### config.mk
export PLATFORM = sky130hd
export DESIGN_NAME = lot_entry_ctrl
export DESIGN_NICKNAME = d
export VERILOG_FILES = /design/src/rtl/lot_entry_ctrl.sv
export SDC_FILE = /design/constraint.sdc
export NUM_CORES = 1
export LEC_CHECK = 0
export ABC_AREA = 1
export CAP_MARGIN = 20
export CORE_MARGIN = 2
export CORE_UTILIZATION = 53
export DETAILED_ROUTE_END_ITERATION = 7
export PLACE_DENSITY = 0.74
export SLEW_MARGIN = 0
export SYNTH_ARGS = -nofsm -noshare
export SYNTH_HDL_FRONTEND = slang
export SYNTH_HIERARCHICAL = 1
export SYNTH_SLANG_ARGS = --single-unit
### constraint.sdc
create_clock -name clk -period 1.45 [get_ports clk]
set_clock_uncertainty 0.2 [all_clocks]
set_input_delay 0.29 -clock clk [delete_from_list [all_inputs] [get_ports clk]]
set_output_delay 0.29 -clock clk [all_outputs]
set_load 0.01 [all_outputs]
### src/rtl/lot_entry_ctrl.sv
// Player-input front end for the lottery core: synchronises and debounces the
// push-buttons, rejects repeated numbers and emits insere/fim/dup_err strobes.

module lot_key_deb #(
    parameter int DEB_CYCLES = 500000
) (
    input  logic clk,
    input  logic reset,
    input  logic key_n,
    output logic press
);
    localparam int CW = (DEB_CYCLES > 1) ? $clog2(DEB_CYCLES) : 1;
    localparam logic [CW-1:0] CNT_LAST = CW'(DEB_CYCLES - 1);

    logic          sync1_q;
    logic          sync2_q;
    logic          deb_q;
    logic          deb_prev_q;
    logic [CW-1:0] cnt_q;

    always_ff @(posedge clk) begin
        if (reset) begin
            sync1_q    <= 1'b1;
            sync2_q    <= 1'b1;
            deb_q      <= 1'b1;
            deb_prev_q <= 1'b1;
            cnt_q      <= '0;
        end else begin
            sync1_q    <= key_n;
            sync2_q    <= sync1_q;
            deb_prev_q <= deb_q;
            if (sync2_q == deb_q) begin
                cnt_q <= '0;
            end else if (cnt_q == CNT_LAST) begin
                deb_q <= sync2_q;
                cnt_q <= '0;
            end else begin
                cnt_q <= cnt_q + 1'b1;
            end
        end
    end

    // Only the falling edge of the debounced level is a press.
    assign press = deb_prev_q & ~deb_q;
endmodule

// state   | meaning
// IDLE    | round open, nothing accepted yet
// COLLECT | at least one number accepted, fim press may close
// CLOSE   | round closing, fim strobe issued on exit
// DONE    | round closed, waiting for round_clr
module lot_entry_ctrl #(
    parameter int DEB_CYCLES = 500000,
    parameter int MAX_NUMS   = 6
) (
    input  logic       clk,
    input  logic       reset,
    input  logic       key_insere_n,
    input  logic       key_fim_n,
    input  logic [3:0] sw_num,
    input  logic       round_clr,
    output logic [3:0] num,
    output logic       insere,
    output logic       fim,
    output logic       dup_err,
    output logic [4:0] count,
    output logic [1:0] entry_state
);
    typedef enum logic [1:0] {
        S_IDLE    = 2'd0,
        S_COLLECT = 2'd1,
        S_CLOSE   = 2'd2,
        S_DONE    = 2'd3
    } state_t;

    localparam logic [4:0] MAX_CNT = 5'(MAX_NUMS);

    logic        ins_ev;
    logic        fim_ev;
    logic        is_dup;
    logic [4:0]  cnt_d;
    logic        hit_max;

    state_t      state_q;
    logic [15:0] used_q;
    logic [4:0]  cnt_q;
    logic [3:0]  num_q;
    logic        ins_q;
    logic        fim_q;
    logic        dup_q;

    lot_key_deb #(.DEB_CYCLES(DEB_CYCLES)) u_deb_ins (
        .clk   (clk),
        .reset (reset),
        .key_n (key_insere_n),
        .press (ins_ev)
    );

    lot_key_deb #(.DEB_CYCLES(DEB_CYCLES)) u_deb_fim (
        .clk   (clk),
        .reset (reset),
        .key_n (key_fim_n),
        .press (fim_ev)
    );

    assign is_dup  = used_q[sw_num];
    assign cnt_d   = cnt_q + 5'd1;
    assign hit_max = (cnt_d == MAX_CNT);

    always_ff @(posedge clk) begin
        if (reset) begin
            state_q <= S_IDLE;
            used_q  <= '0;
            cnt_q   <= '0;
            num_q   <= '0;
            ins_q   <= 1'b0;
            fim_q   <= 1'b0;
            dup_q   <= 1'b0;
        end else begin
            ins_q <= 1'b0;
            fim_q <= 1'b0;
            dup_q <= 1'b0;
            if (round_clr) begin
                used_q  <= '0;
                cnt_q   <= '0;
                state_q <= S_IDLE;
            end else begin
                case (state_q)
                    S_IDLE, S_COLLECT: begin
                        // An insert press wins over a simultaneous fim press.
                        if (ins_ev) begin
                            if (is_dup) begin
                                dup_q <= 1'b1;
                            end else if (cnt_q < MAX_CNT) begin
                                num_q          <= sw_num;
                                ins_q          <= 1'b1;
                                used_q[sw_num] <= 1'b1;
                                cnt_q          <= cnt_d;
                                state_q        <= hit_max ? S_CLOSE : S_COLLECT;
                            end
                        end else if (fim_ev && state_q == S_COLLECT && cnt_q != 5'd0) begin
                            state_q <= S_CLOSE;
                        end
                    end
                    S_CLOSE: begin
                        fim_q   <= 1'b1;
                        state_q <= S_DONE;
                    end
                    S_DONE: begin
                        state_q <= S_DONE;
                    end
                endcase
            end
        end
    end

    assign num         = num_q;
    assign insere      = ins_q;
    assign fim         = fim_q;
    assign dup_err     = dup_q;
    assign count       = cnt_q;
    assign entry_state = state_q;
endmodule
=== Word-level counts from Yosys, hierarchy flattened ===
Index checks and enable logic that the tools add are counted.

* Register bits after elaboration: 76
* Input port bits: 9
* Output and inout port bits: 14
* Logic and storage cells: 75

* Add/subtract/negate cells: 3
* Magnitude comparators: 3
* Eq/ne operators: 11
* Mux-type cells: 13
* Bitwise operators: 11
* Reduce and logical (&&, ||, !) cells: 17

{| class="wikitable"
|+ Operator list
! cell !! number
|-
| 19-bit by 1-bit adder with 19-bit output (second input constant) || 2
|-
| 19-bit == test (second input constant) || 2
|-
| 16-bit OR || 1
|-
| 2-bit two-way mux || 5
|-
| 3-bit inequality test (second input constant) || 3
|-
| 1-bit NOT || 8
|-
| 2-bit OR reduction || 3
|-
| 3-bit OR reduction || 2
|-
| 5-bit by 1-bit adder with 5-bit output (second input constant) || 1
|-
| 5-bit by 3-bit == test with 1-bit output (second input constant) || 1
|-
| 4-bit by 5-bit less-than comparator with 1-bit output (second input constant) || 1
|-
| 5-bit by 3-bit less-than comparator with 1-bit output (second input constant) || 1
|-
| 1-bit two-way mux || 5
|-
| 5-bit AND reduction || 1
|-
| 5-bit nonzero test || 1
|-
| 5-bit OR reduction || 1
|-
| 1-bit binary-select mux with 4-bit select || 1
|-
| 1-bit demux with 4-bit select || 1
|-
| 2-bit == test (second input constant) || 2
|-
| 4-bit by 1-bit greater-or-equal comparator with 1-bit output (second input constant) || 1
|-
| 2-bit one-hot mux with 2 select lines || 1
|-
| 2-bit AND reduction || 2
|-
| 4-bit AND reduction || 1
|-
| 4-bit OR reduction || 1
|-
| other kinds (6) || 10
|}

=== Longest topological paths before layout ===
Gate-level depths: netlist of run 1.

* Word-level depth: 7
* Gate-level depth with buffers: 13

=== Hierarchy ===
Netlist of run 1, hierarchy kept.

{| class="wikitable"
|+ By module, submodules not included
! module !! instances !! cells each !! area each (sq um)
|-
| lot_entry_ctrl || 1 || 216 || 1,446.4
|-
| lot_key_deb at u_deb_fim || 1 || 164 || 1,118.6
|-
| lot_key_deb at u_deb_ins || 1 || 153 || 1,093.5
|}

=== Worst setup path before layout of run 1 ===
Ideal clock, no wire load.

* Kind: input -> register
* Start point: in sw_num[1]
* End point: reg num_q[0], in the netlist num[0]
* Arrival: 1.315 ns
* Required time: 1.188 ns
* Slack: -0.127 ns
* Cell stages on the path: 12
* Path buffers: 2
* Cell sequence: buf_2 -> inv_1 -> nand2_1 -> nand2_1 -> nand2_1 -> nand2_2 -> nor2_4 -> nand3b_4 -> buf_6 -> o21ai_0 -> inv_1 -> nor2_2

* Cells in the longest elaborated chain, start to end: 4

{| class="wikitable"
|+ RTL lines
! what !! RTL line !! source
|-
| from (decl) || 60 || <nowiki>input logic [3:0] sw_num,</nowiki>
|-
| 1-bit binary-select mux with 4-bit select || 106 || <nowiki>assign is_dup = used_q[sw_num];</nowiki>
|-
| 1-bit two-way mux (not written as such) || 106 ||
|-
| 1-bit NOT (no source line) || -- ||
|-
| 5-bit AND reduction (no source line) || -- ||
|-
| to (signal assigned) || 135 || <nowiki>num_q <= sw_num;</nowiki>
|-
| to (decl) || 87 || <nowiki>logic [3:0] num_q;</nowiki>
|}

Every way passes these cells. The select of a mux whose other input is x is not followed.
A chain may end at the register's enable or synchronous reset.

=== Final worst setup path of run 1 ===
* Start point: reg cnt_q[0], in the netlist count[0]
* End point: reg state_q[0], in the netlist entry_state[0]

* Cells in the longest elaborated chain, start to end: 7

{| class="wikitable"
|+ RTL lines
! what !! RTL line !! source
|-
| from (decl) || 86 || <nowiki>logic [4:0] cnt_q;</nowiki>
|-
| from (signal assigned) || 138 || <nowiki>cnt_q <= cnt_d;</nowiki>
|-
| 5-bit by 1-bit adder with 5-bit output || 107 || <nowiki>assign cnt_d = cnt_q + 5'd1;</nowiki>
|-
| named net cnt_d[0] || 81 || <nowiki>logic [4:0] cnt_d;</nowiki>
|-
| 5-bit by 3-bit == test with 1-bit output || 108 || <nowiki>assign hit_max = (cnt_d == MAX_CNT);</nowiki>
|-
| 2-bit two-way mux || 139 || <nowiki>state_q <= hit_max ? S_CLOSE : S_COLLECT;</nowiki>
|-
| 2-bit two-way mux || 134 || <nowiki>end else if (cnt_q < MAX_CNT) begin</nowiki>
|-
| 2-bit two-way mux || 132 || <nowiki>if (is_dup) begin</nowiki>
|-
| 2-bit two-way mux || 131 || <nowiki>if (ins_ev) begin</nowiki>
|-
| 2-bit one-hot mux with 2 select lines || 128 || <nowiki>case (state_q)</nowiki>
|-
| to (signal assigned) || 139 ||
|-
| to (decl) || 84 || <nowiki>state_t state_q;</nowiki>
|}

The timed path passes the listed nets, and every way through them passes these cells. The select of a mux whose other input is x is not followed.

==> results.json, run 1 <==
{
  "area_growth_pct": 41.96,
  "cts_buffers": 9,
  "antenna_found_initial": 0,
  "synth_area_um2": 3659,
  "status": "finished with violations",
  "end_kind": "flop",
  "crit_path_cell_trace": "buf_4 > inv_1 > ha_1 > nand3_1 > a41oi_4 > nand3_2 > nand2_2 > nor2_2",
  "drtIter0Drc": 167,
  "diodes": 0,
  "drive_above_1_share_pct": 37.36,
  "clock-sinks": 76,
  "cp-start-kind": "flop",
  "ys_dominant_reg_cell": "dfxtp_1",
  "ant_nets": 0,
  "mostFrequentLayoutCell": "nand2_1",
  "hold_class": "primary input to flop",
  "std_cell_rows": 30,
  "cts_buffer_depth": 2,
  "slowest_stage": "dfxtp_4",
  "fill_cells": 459,
  "worst_pin_slew_ns": 0.3400,
  "wl_met3_um": 444,
  "grt_overflow_total": 0,
  "most-common-layout-cells": "nand2_1 (138), nor2_1 (76), inv_1 (56)",
  "avgViaCountPerCell": 5.208,
  "critPathMaxStageDelay_ns": 0.38,
  "crit_fanout": 4,
  "rr_startpoint": "count[0]",
  "highest_layer": "met4",
  "nNetsFinal": 646,
  "wl_met1_um": 4237,
  "required_ns": 1.50,
  "rsz0062_at_grt": "true",
  "finalSetupTns_ns": -6.016,
  "die_y_um": 87.09,
  "clk_pin_slew_ns": 0.09,
  "yosysUniqueCellTypes": 31,
  "max_freq_mhz": 593.2,
  "synth_edf_count": 0,
  "finish.utilization_pct": 77.30,
  "drc_errors": 0,
  "firstDrtPassIters": 4,
  "wl_met2_um": 4817,
  "worst-path-buf-inv": 2,
  "ir_drop_uv": 423.2,
  "cts_tree": "done",
  "grt_use_total_pct": 23.98,
  "grt_max_degree": 21,
  "power_density_nw_per_um2": 720.3,
  "place_ws_ns": -0.8146,
  "gp_congestion": 0.8728,
  "wirelength_um": 9702,
  "slew_viol_final": 0,
  "critical_path_class": "flop to flop",
  "start_util_pct": 54.45,
  "yosys_warnings": 6,
  "reg2reg_depth": 8,
  "portBuffers": 22,
  "power.total_mw": 3.741,
  "dp_hpwl_um": 5475,
  "crit_arrival_ns": 1.74,
  "crit_start": "count[0]",
  "clkLatencyLatePin_ns": 0.35,
  "slew_headroom_pct": 77.25,
  "pin_count": 23,
  "dp_cells": 672,
  "drt-wirelength-per-cell_um": 13.53,
  "ctsRootBufferMaster": "clkbuf_8",
  "seq_area_frac_synth_pct": 41.59,
  "h-tree-depth": 3,
  "first_global_vias": 3395,
  "via_count": 3734,
  "max-cap-violations": 0,
  "violations": "negative setup slack",
  "synth_nets": 547,
  "synth-async-reset-ratio_pct": 0,
  "r2r_slack_ns": -0.24,
  "final_cells": 717,
  "power_leakage_nw": 2.013,
  "postCtsHoldBufs": 0,
  "die_area_um2": 7584,
  "rr_endpoint": "entry_state[0]",
  "critical-path-top-delay-family": "flip-flops",
  "grt_pass1_wl_um": 14570,
  "avgSynthCellArea_um2": 6.864,
  "setup_viol": 65,
  "ys_seq_elements": 76,
  "worst_slack_ns": -0.2358,
  "critPathCapture": "entry_state[0]",
  "fin_crit_sh_pct": 116.3,
  "core-area_um2": 6719,
  "period_minus_slack_ns": 1.686,
  "die_width_um": 87.09,
  "syn_inst": 533,
  "crit_cells": 8,
  "hold_violations": 0
}
## worst reg2reg max path, delay by kind of cell (launching register included)
kind	cells	cell delay [ns]
buffers and inverters	2	0.22
AND/OR/NAND/NOR	4	0.39
AO/OA/AOI/OAI	1	0.25
flip-flops	1	0.38
adder cells (fa/ha/maj)	1	0.15
## flip-flops by register name, indices dropped and copies added (netlist names)
name                  flops
u_deb_fim/sync2_q         1
used_q                   16
u_deb_ins/sync2_q         1
u_deb_ins/deb_q           1
entry_state               2
count                     5
u_deb_ins/deb_prev_q      1
fim                       1
u_deb_ins/cnt_q          19
u_deb_fim/deb_q           1
u_deb_fim/deb_prev_q      1
dup_err                   1
u_deb_ins/sync1_q         1
num                       4
u_deb_fim/sync1_q         1
insere                    1
u_deb_fim/cnt_q          19
## synthesized netlist by cell type, types with 2 or more instances
library cell	n	share of area (%)
clkbuf_1	2	0.21
buf_2	2	0.27
o21ai_1	10	1.4
nand3_1	25	3.4
nor2_2	5	0.85
xnor2_1	7	1.7
ha_1	5	1.7
or2_2	7	1.2
or2_0	3	0.51
nand2_2	3	0.51
nand4_1	7	1.2
a21oi_1	13	1.8
nor2_1	98	10
nor2_4	4	1.2
nand2_1	155	16
o21ai_0	18	2.5
inv_1	62	6.4
xor2_1	15	3.6
dfxtp_1	76	42
nand3_2	3	0.82
buf_6	3	0.92
## layout make-up
class / count / area (um2) / area share [%]
Sequential cell: 76 / 1574 / 30.31
Timing Repair Buffer: 89 / 778.2 / 14.98
Tap cell: 80 / 100.1 / 1.927
Clock buffer: 11 / 141.4 / 2.722
Clock inverter: 5 / 36.28 / 0.6986
Inverter: 64 / 257.7 / 4.963
Timing Repair inverter: 1 / 16.27 / 0.3132
Multi-Input combinational cell: 391 / 2290 / 44.09
## metal layers
| layer | vias to the layer above | GRT usage, % |
|---|---|---|
| met1 | 1740 | 31.17 |
| met4 | 0 | 9.659 |
| met3 | 23 | 4.455 |
| li1 | 1859 | - |
| met5 | - | 0 |
| met2 | 112 | 39.21 |
## stage by stage
step / hold slack [ns] / cell area [um2]
after global placement: 0.1929 / 4312
after global routing: 0.2316 / 5194
after CTS: 0.1992 / 4833
after detailed placement: 0.1957 / 4312
final: 0.2040 / 5194
after floorplan: 0.1784 / 3727
## kinds of logic after synthesis
| kind of cell | synth area share, % |
|---|---|
| buffers and inverters | 8.242 |
| DFF | 41.59 |
| and+or+nand+nor | 36.70 |
| AOI/OAI and AO/OA | 6.498 |
| xor gates and xnor gates | 5.267 |
| adders and majority gates | 1.710 |
## where the power goes
group / internal (mW) / switching, mW
clock: 0.672 / 0.808
sequential: 2.08 / 0.00486
combinational: 0.0731 / 0.101
total: 2.83 / 0.914
## how the worst min path moves through the flow
stage                     depth (start not counted)         startpoint                 to  slack [ns]
after CTS                                         2              reset  u_deb_ins/sync1_q        0.20
after floorplan                                   2              reset    u_deb_fim/deb_q        0.18
final                                             3          sw_num[2]             num[2]        0.20
after global routing                              1  u_deb_fim/sync1_q  u_deb_fim/sync2_q        0.23
after detailed placement                          1  u_deb_fim/sync1_q  u_deb_fim/sync2_q        0.20
after global placement                            1  u_deb_fim/sync1_q  u_deb_fim/sync2_q        0.19
## what timing repair did
item | in CTS | in global routing
resized for setup | 98 | 96
setup endpoints to repair | 76 | 76
cloned | 5 | 3
setup buffers | 12 | 10
pin swaps | 16 | 31
No activity file was read; power rests on OpenSTA's default activity.
==> run 2, diff against run 1 <==
- CTS_CLUSTER_SIZE: default -> 28
- clock period: 1.45 -> 1.4 ns (I/O delays scaled with it)
==> run 2 against run 1 <==
Net effect: the flow still finishes with violations (negative setup slack); first-iteration DRC count up 14%; non-clock buffer count increased by 16; design area rose by 4.9%; worst hold slack worse by 0.054 ns; register-to-register slack lost 0.03 ns; via count rose by 1.8%.
==> results.json, run 2 (same netlist as run 1, synthesis figures left out) <==
{
  "status": "finished with violations",
  "violations": "negative setup slack",
  "h-tree-depth": 3,
  "combinationalPowerShare_pct": 4.5,
  "slew_viol_final": 0,
  "hold_class": "primary input to flop",
  "dpl_cell_area_um2": 4398,
  "core-area_um2": 6719,
  "portBuffers": 22,
  "end_kind": "flop",
  "rr_endpoint": "num[3]",
  "internal_power_mw": 3.541,
  "drt-wirelength-per-cell_um": 14.24,
  "power.total_mw": 4.493,
  "drc_errors": 0,
  "grt_max_degree": 21,
  "worst_slack_ns": -0.2787,
  "slew_headroom_pct": 78.68,
  "grt_pass1_wl_um": 15750,
  "gp_congestion": 0.9431,
  "die_width_um": 87.09,
  "crit_fanout": 6,
  "drive_above_1_share_pct": 43.03,
  "min_to": "u_deb_ins/deb_q",
  "grt_overflow_total": 0,
  "p_switching_uw": 951.9,
  "wirelength_um": 10440,
  "period_minus_slack_ns": 1.679,
  "first_global_vias": 3600,
  "final_cells": 733,
  "setup_viol": 68,
  "final_area_um2": 5450,
  "start_util_pct": 54.45,
  "finish.utilization_pct": 81.12,
  "antenna_found_initial": 0,
  "fin_hold_ws_ns": 0.1503,
  "postCtsHoldBufs": 0,
  "crit_arrival_ns": 1.75,
  "std_cell_rows": 30,
  "holdCritStartpoint": "reset",
  "rsz0062_at_grt": "true",
  "avgViaCountPerCell": 5.188,
  "diodes": 0,
  "cts_tree": "done",
  "worst_pin_slew_ns": 0.3187,
  "cp-start-kind": "primary input",
  "grt_use_total_pct": 26.27,
  "dp_hpwl_um": 5698,
  "ir_drop_uv": 903.5,
  "pin_count": 23,
  "via_count": 3803,
  "reg2reg_depth": 9,
  "fin_crit_sh_pct": 119.9,
  "die_y_um": 87.09,
  "p_clk_share_pct": 47.4,
  "top_regs": "u_deb_fim/cnt_q: 19 flops, u_deb_ins/cnt_q: 19 flops, used_q: 16 flops",
  "ctsRootBufferMaster": "clkbuf_8",
  "nNetsFinal": 662,
  "power_density_nw_per_um2": 824.4,
  "clock-sinks": 76,
  "drtIter0Drc": 190,
  "critical_path_class": "primary input to flop",
  "firstDrtPassIters": 4,
  "rr_startpoint": "u_deb_ins/deb_prev_q",
  "most-common-layout-cells": "nand2_1 (134), buf_4 (72), nor2_1 (60)",
  "max_freq_mhz": 595.7,
  "cts_buffers": 9,
  "power_leakage_nw": 2.161,
  "r2r_slack_ns": -0.27,
  "hold_depth": 3,
  "swShare_pct": 21.19,
  "clk_pin_slew_ns": 0.09,
  "required_ns": 1.47,
  "seqPwrFrac_pct": 48.1,
  "cts_buffer_depth": 2,
  "clkLatencyLatePin_ns": 0.35,
  "max-cap-violations": 0,
  "hold_violations": 0,
  "mostFrequentLayoutCell": "nand2_1",
  "die_area_um2": 7584,
  "area_growth_pct": 48.97,
  "ant_nets": 0,
  "fill_cells": 410,
  "dp_cells": 679
}
## run 2: cell types whose count changed in the layout (fill, tap and decap cells not counted), moves of 6 or more
cell | previous run | this run
o21ai_2 | 11 | 4
dfxtp_2 | 27 | 35
dfxtp_1 | 44 | 36
buf_4 | 54 | 72
nor2_4 | 7 | 19
o21ai_0 | 5 | 11
nor2_1 | 76 | 60
## run 2: repair_timing
action	in CTS	in global routing
setup endpoints to repair	81	80
cloned	8	1
gates resized for setup	119	109
pin swaps	23	31
setup buffers	21	8
## run 2: layout make-up
type / count / area [um2] / share of cell area, %
Tap cell: 80 / 100.1 / 1.837
Clock inverter: 5 / 106.4 / 1.951
Timing Repair Buffer: 105 / 865.8 / 15.89
Inverter: 64 / 257.7 / 4.729
Sequential cell: 76 / 1584 / 29.06
Clock buffer: 11 / 152.6 / 2.801
Multi-Input combinational cell: 391 / 2367 / 43.43
Timing Repair inverter: 1 / 16.27 / 0.2984
## run 2: layer usage
metal	part of all wire (%)	global-route usage (%)	vias to the layer above
met5	0	0	-
met4	1.4	8.807	0
met3	5.3	6.066	14
met2	52	45.11	114
met1	41	32.31	1790
li1	-	-	1885
## run 2: how the worst max path moves through the flow
stage	from	endpoint	slack [ns]	cells after the start
global route	u_deb_ins/deb_prev_q	used_q[6]	-0.39	7
floorplan	sw_num[0]	num[0]	-0.11	13
detailed placement	sw_num[0]	num[0]	-0.88	12
finish	sw_num[0]	num[3]	-0.28	14
CTS	used_q[7]	entry_state[0]	-0.20	11
global placement	sw_num[0]	num[0]	-0.82	12
## run 2: power groups by stage
stage          Clock (mW)  Combinational [mW]  Sequential, mW
2_1_floorplan           0              0.0717            2.22
3_3_place_gp            0               0.142            2.22
3_5_place_dp            0               0.145            2.22
4_1_cts              2.15               0.176            2.17
5_1_grt              2.25               0.215            2.16
6_report             2.13               0.202            2.16
## run 2: per-stage QoR
stage	setup TNS [ns]	worst slack (ns)
detailed placement	-36.99	-0.8813
global placement	-35.29	-0.8197
finish	-9.218	-0.2787
floorplan	-2.522	-0.1061
global route	-13.93	-0.3905
CTS	-5.657	-0.1968
## run 2: worst max-delay path: stages
cell and delay, ns:
buf_4 0.14, bufbuf_16 0.27, nand2_1 0.08, nand2_2 0.05
nand2_2 0.08, nand2_2 0.06, nand2_2 0.07, nand2_2 0.06
nor2_4 0.14, buf_6 0.15, nand3b_4 0.14, o21ai_1 0.10
inv_1 0.05, nor2_1 0.09
